## src/rtl/menu_pkg.sv

```systemverilog
// Shared types and constants for the menu subsystem's button front end.
// State encoding for the per-channel debouncer and the channel index map.
package menu_pkg;

    typedef enum logic [1:0] {
        DB_LOW,
        DB_WAIT_HIGH,
        DB_HIGH,
        DB_WAIT_LOW
    } db_state_t;

    localparam int BTN_MODE    = 0;
    localparam int BTN_SCALE   = 1;
    localparam int BTN_HEX_BCD = 2;
    localparam int BTN_ADC_SEL = 3;

endpackage

```

## src/rtl/debounce_channel.sv

```systemverilog
// Single-button synchroniser plus stability-counter debouncer with edge pulses.
// Latency: db/rise/fall move SYNC_STAGES+1+STABLE_CYCLES edges after a held raw change.
// Backpressure: none; free-running level filter, pulses are one cycle wide.
module debounce_channel
    import menu_pkg::*;
#(
    parameter int STABLE_CYCLES = 1_000_000,
    parameter int SYNC_STAGES   = 2
) (
    input  logic clk,
    input  logic reset,
    input  logic raw,
    output logic db,
    output logic rise,
    output logic fall
);

    localparam int CNT_W = (STABLE_CYCLES > 1) ? $clog2(STABLE_CYCLES) : 1;
    localparam logic [CNT_W-1:0] CNT_LAST = CNT_W'(STABLE_CYCLES - 1);

    logic [SYNC_STAGES-1:0] sync_q;
    logic                   s;

    db_state_t        state_q, state_d;
    logic [CNT_W-1:0] cnt_q, cnt_d;
    logic             db_q, db_d;
    logic             rise_q, rise_d;
    logic             fall_q, fall_d;

    always_ff @(posedge clk or negedge reset) begin
        if (!reset) begin
            sync_q <= '0;
        end else begin
            sync_q <= {sync_q[SYNC_STAGES-2:0], raw};
        end
    end

    assign s = sync_q[SYNC_STAGES-1];

    always_ff @(posedge clk or negedge reset) begin
        if (!reset) begin
            state_q <= DB_LOW;
            cnt_q   <= '0;
            db_q    <= 1'b0;
            rise_q  <= 1'b0;
            fall_q  <= 1'b0;
        end else begin
            state_q <= state_d;
            cnt_q   <= cnt_d;
            db_q    <= db_d;
            rise_q  <= rise_d;
            fall_q  <= fall_d;
        end
    end

    // Any return of s to the settled level abandons the count; cnt is zero outside WAIT states.
    always_comb begin
        state_d = state_q;
        cnt_d   = cnt_q;
        db_d    = db_q;
        rise_d  = 1'b0;
        fall_d  = 1'b0;
        case (state_q)
            DB_LOW: begin
                if (s) begin
                    state_d = DB_WAIT_HIGH;
                    cnt_d   = '0;
                end
            end
            DB_WAIT_HIGH: begin
                if (!s) begin
                    state_d = DB_LOW;
                    cnt_d   = '0;
                end else if (cnt_q == CNT_LAST) begin
                    state_d = DB_HIGH;
                    cnt_d   = '0;
                    db_d    = 1'b1;
                    rise_d  = 1'b1;
                end else begin
                    cnt_d = cnt_q + CNT_W'(1);
                end
            end
            DB_HIGH: begin
                if (!s) begin
                    state_d = DB_WAIT_LOW;
                    cnt_d   = '0;
                end
            end
            DB_WAIT_LOW: begin
                if (s) begin
                    state_d = DB_HIGH;
                    cnt_d   = '0;
                end else if (cnt_q == CNT_LAST) begin
                    state_d = DB_LOW;
                    cnt_d   = '0;
                    db_d    = 1'b0;
                    fall_d  = 1'b1;
                end else begin
                    cnt_d = cnt_q + CNT_W'(1);
                end
            end
            default: begin
                state_d = DB_LOW;
                cnt_d   = '0;
            end
        endcase
    end

    assign db   = db_q;
    assign rise = rise_q;
    assign fall = fall_q;

endmodule

```

## src/rtl/button_debounce_bank.sv

```systemverilog
// Bank of independent push-button debouncers feeding the menu FSM.
// Latency: SYNC_STAGES+1+STABLE_CYCLES edges from a held raw change to btn_db/btn_rise/btn_fall.
// Backpressure: none; all channels update in parallel with no priority.
module button_debounce_bank
    import menu_pkg::*;
#(
    parameter int N_BTN         = 4,
    parameter int STABLE_CYCLES = 1_000_000,
    parameter int SYNC_STAGES   = 2
) (
    input  logic             clk,
    input  logic             reset,
    input  logic [N_BTN-1:0] btn_raw,
    output logic [N_BTN-1:0] btn_db,
    output logic [N_BTN-1:0] btn_rise,
    output logic [N_BTN-1:0] btn_fall
);

    if (STABLE_CYCLES < 2) begin : g_bad_stable
        $error("button_debounce_bank: STABLE_CYCLES must be >= 2");
    end
    if (SYNC_STAGES < 2) begin : g_bad_sync
        $error("button_debounce_bank: SYNC_STAGES must be >= 2");
    end

    for (genvar i = 0; i < N_BTN; i++) begin : g_ch
        debounce_channel #(
            .STABLE_CYCLES (STABLE_CYCLES),
            .SYNC_STAGES   (SYNC_STAGES)
        ) u_ch (
            .clk   (clk),
            .reset (reset),
            .raw   (btn_raw[i]),
            .db    (btn_db[i]),
            .rise  (btn_rise[i]),
            .fall  (btn_fall[i])
        );
    end

endmodule

```

## config.mk

```make
export PLATFORM = sky130hd
export DESIGN_NAME = button_debounce_bank
export DESIGN_NICKNAME = d
export VERILOG_FILES = /design/src/rtl/menu_pkg.sv /design/src/rtl/debounce_channel.sv /design/src/rtl/button_debounce_bank.sv
export SDC_FILE = /design/constraint.sdc
export NUM_CORES = 1
export LEC_CHECK = 0
export CAP_MARGIN = 20
export CORE_MARGIN = 2
export CORE_UTILIZATION = 48
export CTS_CLUSTER_SIZE = 30
export DETAILED_ROUTE_END_ITERATION = 8
export HOLD_SLACK_MARGIN = 0.08
export PLACE_DENSITY_LB_ADDON = 0.05
export SYNTH_ARGS = -nofsm -noshare
export SYNTH_HDL_FRONTEND = slang
export SYNTH_SLANG_ARGS = --single-unit
```

## constraint.sdc

```tcl
create_clock -name clk -period 3.9 [get_ports clk]
set_input_delay 0.585 -clock clk [delete_from_list [all_inputs] [get_ports clk]]
set_output_delay 0.585 -clock clk [all_outputs]
set_load 0.02 [all_outputs]
```

# == Word-level counts from Yosys, hierarchy flattened ==
# Cells that the tools add are included.
# word_totals
register_bits,108
latch_bits,0
ramBits,0
mem_bits_ro,0
in_bits,6
output_inout_bits,12
word_cells,188
n_memories,0
# op_classes
n_addsub,4
mul,0
div,0
magnitude_cmp,0
n_eq_ne,48
shift,0
muxes,92
bitwise,0
reduce_logical,20
# op_table
cell,count
$mux 20,20
$pmux 20 s4,4
$add 20x1->20 const B,4
$eq 20x20->1 const B,4
$mux 2,24
$mux 1,36
$ne 2x1->1 const B,16
$pmux 2 s4,4
$reduce_and 5->1,4
$eq 2x2->1 const B,8
$ne 2x2->1 const B,8
$reduce_and 4->1,4
$ne 3x1->1 const B,4
$ne 3x3->1 const B,4
$eq 2x1->1 const B,4
$logic_not 2->1,4
$pmux 1 s2,4
$reduce_and 2->1,4
$reduce_bool 2->1,4

# == Longest topological paths before layout ==
# logic_depth
ltp_word,4
ltp_mapped,8
ltp_nobuf,6

# == Cells and area by module ==
# From an unflattened synthesis, not the netlist that was laid out.
# hier_totals
hier_cells,612
area_unflattened_um2,5686.7
# modules_own_cells
module,instances,cells_each,area_each_um2,seq_area_each_um2
debounce_channel (g_ch[0].u_ch ...),3,151,1417.6,675.6
debounce_channel (g_ch[3].u_ch),1,159,1433.9,675.6

# == Worst setup path before layout ==
# No wires, ideal clock.
# synth_timing
path_kind,register -> register
startpoint,reg g_ch[0].u_ch.cnt_q[0]
endpoint,reg g_ch[0].u_ch.cnt_q[13]
setup_ns,0.126
t_arrival_ns,1.811
required_ns,3.774
setup_slack_ns,1.963
path_stages_with_launch,7
path_buffers,1
period_less_slack_ns,1.937
cell_sequence,dfrtp_1 > ha_1 > nand3_1 > nor4_1 > a21oi_2 > clkbuf_1 > a221o_1
# synth_via
elab_chain_cells,4
elab_cells_between_ends,6
classes_between,add/sub: 1; eq/ne: 1; mux: 4
# synth_rtl
element,line_no,rtl
from (decl),debounce_channel.sv:25,"logic [CNT_W-1:0] cnt_q, cnt_d;"
from (signal assigned),debounce_channel.sv:49,cnt_q <= cnt_d;
$add 20x1->20 or $eq 20x20->1 (tied branches),--,
$mux 20 *,"debounce_channel.sv:74, debounce_channel.sv:93",
$mux 20 (on tied branches),"debounce_channel.sv:90, debounce_channel.sv:71",
$pmux 20 s4 *,debounce_channel.sv:63,case (state_q)
# Every way passes the cells marked *; elsewhere a longest branch is shown, timed or not.
# A chain may end at the register's enable or synchronous reset.

# == Worst setup path after layout ==
# layout_timing
startpoint,reg g_ch[2].u_ch.cnt_q[13]
endpoint,reg g_ch[2].u_ch.cnt_q[18]
# layout_via
elab_chain_cells,4
elab_cells_between_ends,6
classes_between,add/sub: 1; eq/ne: 1; mux: 4
# layout_rtl
element,line_no
from (decl),debounce_channel.sv:25
from (signal assigned),debounce_channel.sv:49
$add 20x1->20 or $eq 20x20->1 (tied branches),--
$mux 20 *,"debounce_channel.sv:74, debounce_channel.sv:93"
$mux 20 (on tied branches),"debounce_channel.sv:90, debounce_channel.sv:71"
$pmux 20 s4 *,debounce_channel.sv:63
# Marked as above.

==> results.sh <==
export IMPL_grt_antenna_before_repair=0
export IMPL_fmax_mhz=439
export IMPL_synth_largest_area_cell="dfrtp_1"
export IMPL_status="finished, final reports clean"
export IMPL_clock_skew_ns=0.00462
export IMPL_reg2reg_to="g_ch[2].u_ch.cnt_q[18]"
export IMPL_ant_nets=0
export IMPL_final_util_pct=53.5
export IMPL_antenna_cells=0
export IMPL_finalCriticalPeriod_ns=2.28
export IMPL_rsz0062_at_grt="no"
export IMPL_worst_path_max_fanout=23
export IMPL_grt_util_all_layers_pct=20.0
export IMPL_rows=39
export IMPL_cts_path_max_buffers=2
export IMPL_powerDensity_nw_per_um2=365
export IMPL_startpoint="g_ch[2].u_ch.cnt_q[13]"
export IMPL_synth_ff_type="dfrtp_1"
export IMPL_syn_inst=595
export IMPL_crit_type="register to register"
export IMPL_layout_nets=605
export IMPL_synth_top_area_share_pct=48.4
export IMPL_final_max_slew_viol_count=0
export IMPL_cts_sinks=108
export IMPL_synth_most_common_cell="dfrtp_1"
export IMPL_numCtsBuffers=9
export IMPL_start_kind="register"
export IMPL_cts_resized=0
export IMPL_via_per_inst=5.98
export IMPL_ir_drop_mv=0.295
export IMPL_die_w_um=112
export IMPL_routabilityCongestion=0.822
export IMPL_htree_num_levels=3
export IMPL_nFillCells=1007
export IMPL_placed_cell_area_um2=5780
export IMPL_grt_pass1_vias=4212
export IMPL_min_delay_path_class="primary input to async pin"
export IMPL_worst_r2r_path_depth=6
export IMPL_ys_types=57
export IMPL_final_setup_tns_ns=0
export IMPL_setup_viol=0
export IMPL_slew_headroom_pct=39.9
export IMPL_synthArstFlopShare_pct=100
export IMPL_r2r_slack_ns=1.62
export IMPL_synthToLayoutAreaGrowth_pct=8.87
export IMPL_die_h_um=112
export IMPL_fin_area_um2=6080
export IMPL_drtPass1Iterations=5
export IMPL_drive_above_1_share_pct=7.83
export IMPL_cp_endpoint="g_ch[2].u_ch.cnt_q[18]"
export IMPL_drc=0
export IMPL_syn_nets=605
export IMPL_synthTopCellsByCount="dfrtp_1, nand2_1, a31oi_1"
export IMPL_synth_area_leaders="dfrtp_1, a31oi_1, nand2_1"
export IMPL_portBuffers=17
export IMPL_grt_pass1_wl_um=20400
export IMPL_syn_area_um2=5590
export IMPL_worstMarginPinSlew_ns=0.902
export IMPL_clock_latency_ns=0.35
export IMPL_postCtsSetupBuffers=0
export IMPL_drtIter0Drc=248
export IMPL_cts_hold_buf=0
export IMPL_coreArea_um2=11400
export IMPL_fin_crit_sh_pct=58.5
export IMPL_cts_root_buf="clkbuf_16"
export IMPL_multi_input_area_um2=2630
export IMPL_start_util_pct=49.1
export IMPL_cts_tree="yes"
export IMPL_sequential_cell_area_um2=2700
export IMPL_hold_viol_final=0
export IMPL_grt_overflow=0
export IMPL_ys_seq_elements=108
export IMPL_cp_required_ns=4.14
export IMPL_num_vias=4444
export IMPL_grt_start_max_net_pins=71
export IMPL_avgRoutedWirePerCell_um=15.8
export IMPL_end_kind="register"
export IMPL_p_leak_nw=2.53
export IMPL_die_area_um2=12500
export IMPL_yosysSeqAreaShare_pct=48.4
export IMPL_hpwl_um=7840
export IMPL_path_clk_slew_ns=0.07
export IMPL_syn_area_per_cell_um2=9.39
export IMPL_drv_cap=0
export IMPL_cp_data_arrival_time_ns=2.52
export IMPL_wl_um=11700
export IMPL_r2r_start="g_ch[2].u_ch.cnt_q[13]"
export IMPL_io_pins=18
export IMPL_synth_edff_count=0
export IMPL_ys_warnings_count=0
-- worst min-delay path by stage --
stage,to,cells after the start
after floorplan,async pin,0
after global placement,g_ch[0].u_ch.sync_q[1],0
after detailed placement,g_ch[3].u_ch.sync_q[1],0
after CTS,g_ch[0].u_ch.sync_q[1],0
after global routing,g_ch[1].u_ch.sync_q[1],0
final,g_ch[1].u_ch.cnt_q[16],1
-- final cells by class --
type | count | area share (%)
flip-flops and latches | 108 | 44.4
repair buffers | 23 | 3.50
clock buffers | 9 | 3.70
clock inverters | 7 | 1.25
well taps | 143 | 2.94
multi-input cells | 437 | 43.2
inverters | 16 | 0.987
-- flip-flops by register name, indices dropped and copies added (netlist names), named ones only --
register           flops
g_ch.u_ch.cnt_q       80
g_ch.u_ch.state_q      4
g_ch.u_ch.db           4
g_ch.u_ch.fall         4
g_ch.u_ch.rise         4
g_ch.u_ch.sync_q       8
-- power breakdown --
part / switching, mW / total (mW) / internal [mW]
combinational: 0.0815 / 0.119 / 0.0379
clock: 0.431 / 0.932 / 0.502
sequential: 0.0278 / 1.17 / 1.14
total: 0.540 / 2.22 / 1.68
-- cell families (layout without fill, tap and decap cells) --
group	count (synthesis)	after routing	share of synthesized area (%)
and+or+nand+nor	251	251	24.6
AOI/OAI and AO/OA	170	170	19.4
DFF	108	108	48.4
buffers and inverters	50	55	4.61
muxes	7	7	1.34
xor gates and xnor gates	5	5	0.784
adders and majority gates	4	4	0.896
-- critical path, cell delays in order, from the launching register on --
cell	delay [ns]
dfrtp_1	0.46
or4b_4	0.56
nor4_4	0.21
a21oi_2	0.23
buf_4	0.27
and3_1	0.18
a221o_1	0.26
-- metal layers --
layer | part of all wire (%) | track usage (%)
met1 | 49 | 27.6
met2 | 47 | 31.5
met3 | 3.0 | 5.33
met4 | 1.1 | 5.76
met5 | 0 | 0
-- cell usage in the layout (no fill, tap or decap), types with 3 or more instances in the layout --
| cell | Yosys | layout |
|---|---|---|
| mux2i_1 | 3 | 3 |
| clkdlybuf4s50_1 | 0 | 16 |
| nand2_1 | 69 | 69 |
| or2_2 | 4 | 4 |
| ha_1 | 4 | 4 |
| a31oi_1 | 62 | 62 |
| or4_1 | 4 | 4 |
| a21oi_2 | 4 | 4 |
| a41oi_1 | 13 | 13 |
| and4_1 | 4 | 4 |
| nand2b_1 | 14 | 14 |
| nand4_1 | 13 | 13 |
| nor3_1 | 11 | 11 |
| o21ai_0 | 24 | 24 |
| dfrtp_1 | 108 | 108 |
| nor2_1 | 32 | 32 |
| inv_1 | 16 | 16 |
| xor2_1 | 4 | 4 |
| a22o_1 | 7 | 7 |
| nor3b_1 | 5 | 5 |
| nor2b_1 | 3 | 3 |
| clkbuf_16 | 0 | 9 |
| nor4_1 | 6 | 6 |
| buf_4 | 12 | 7 |
| mux2_2 | 4 | 4 |
| nor4_2 | 3 | 3 |
| nand3_1 | 47 | 47 |
| a21oi_1 | 41 | 41 |
| a21o_1 | 4 | 4 |
| and3_1 | 11 | 11 |
| and2_1 | 8 | 8 |
-- metrics by stage --
step	power, mW	hold slack (ns)	setup WS, ns	std cells
after floorplan	1.26	0.289	1.96	595
after global placement	1.31	0.334	1.70	727
after detailed placement	1.31	0.343	1.65	727
after CTS	2.26	0.353	1.65	743
after global routing	2.32	0.371	1.44	743
final	2.22	0.352	1.62	743
Note: power is estimated with default switching activity, not from simulation.
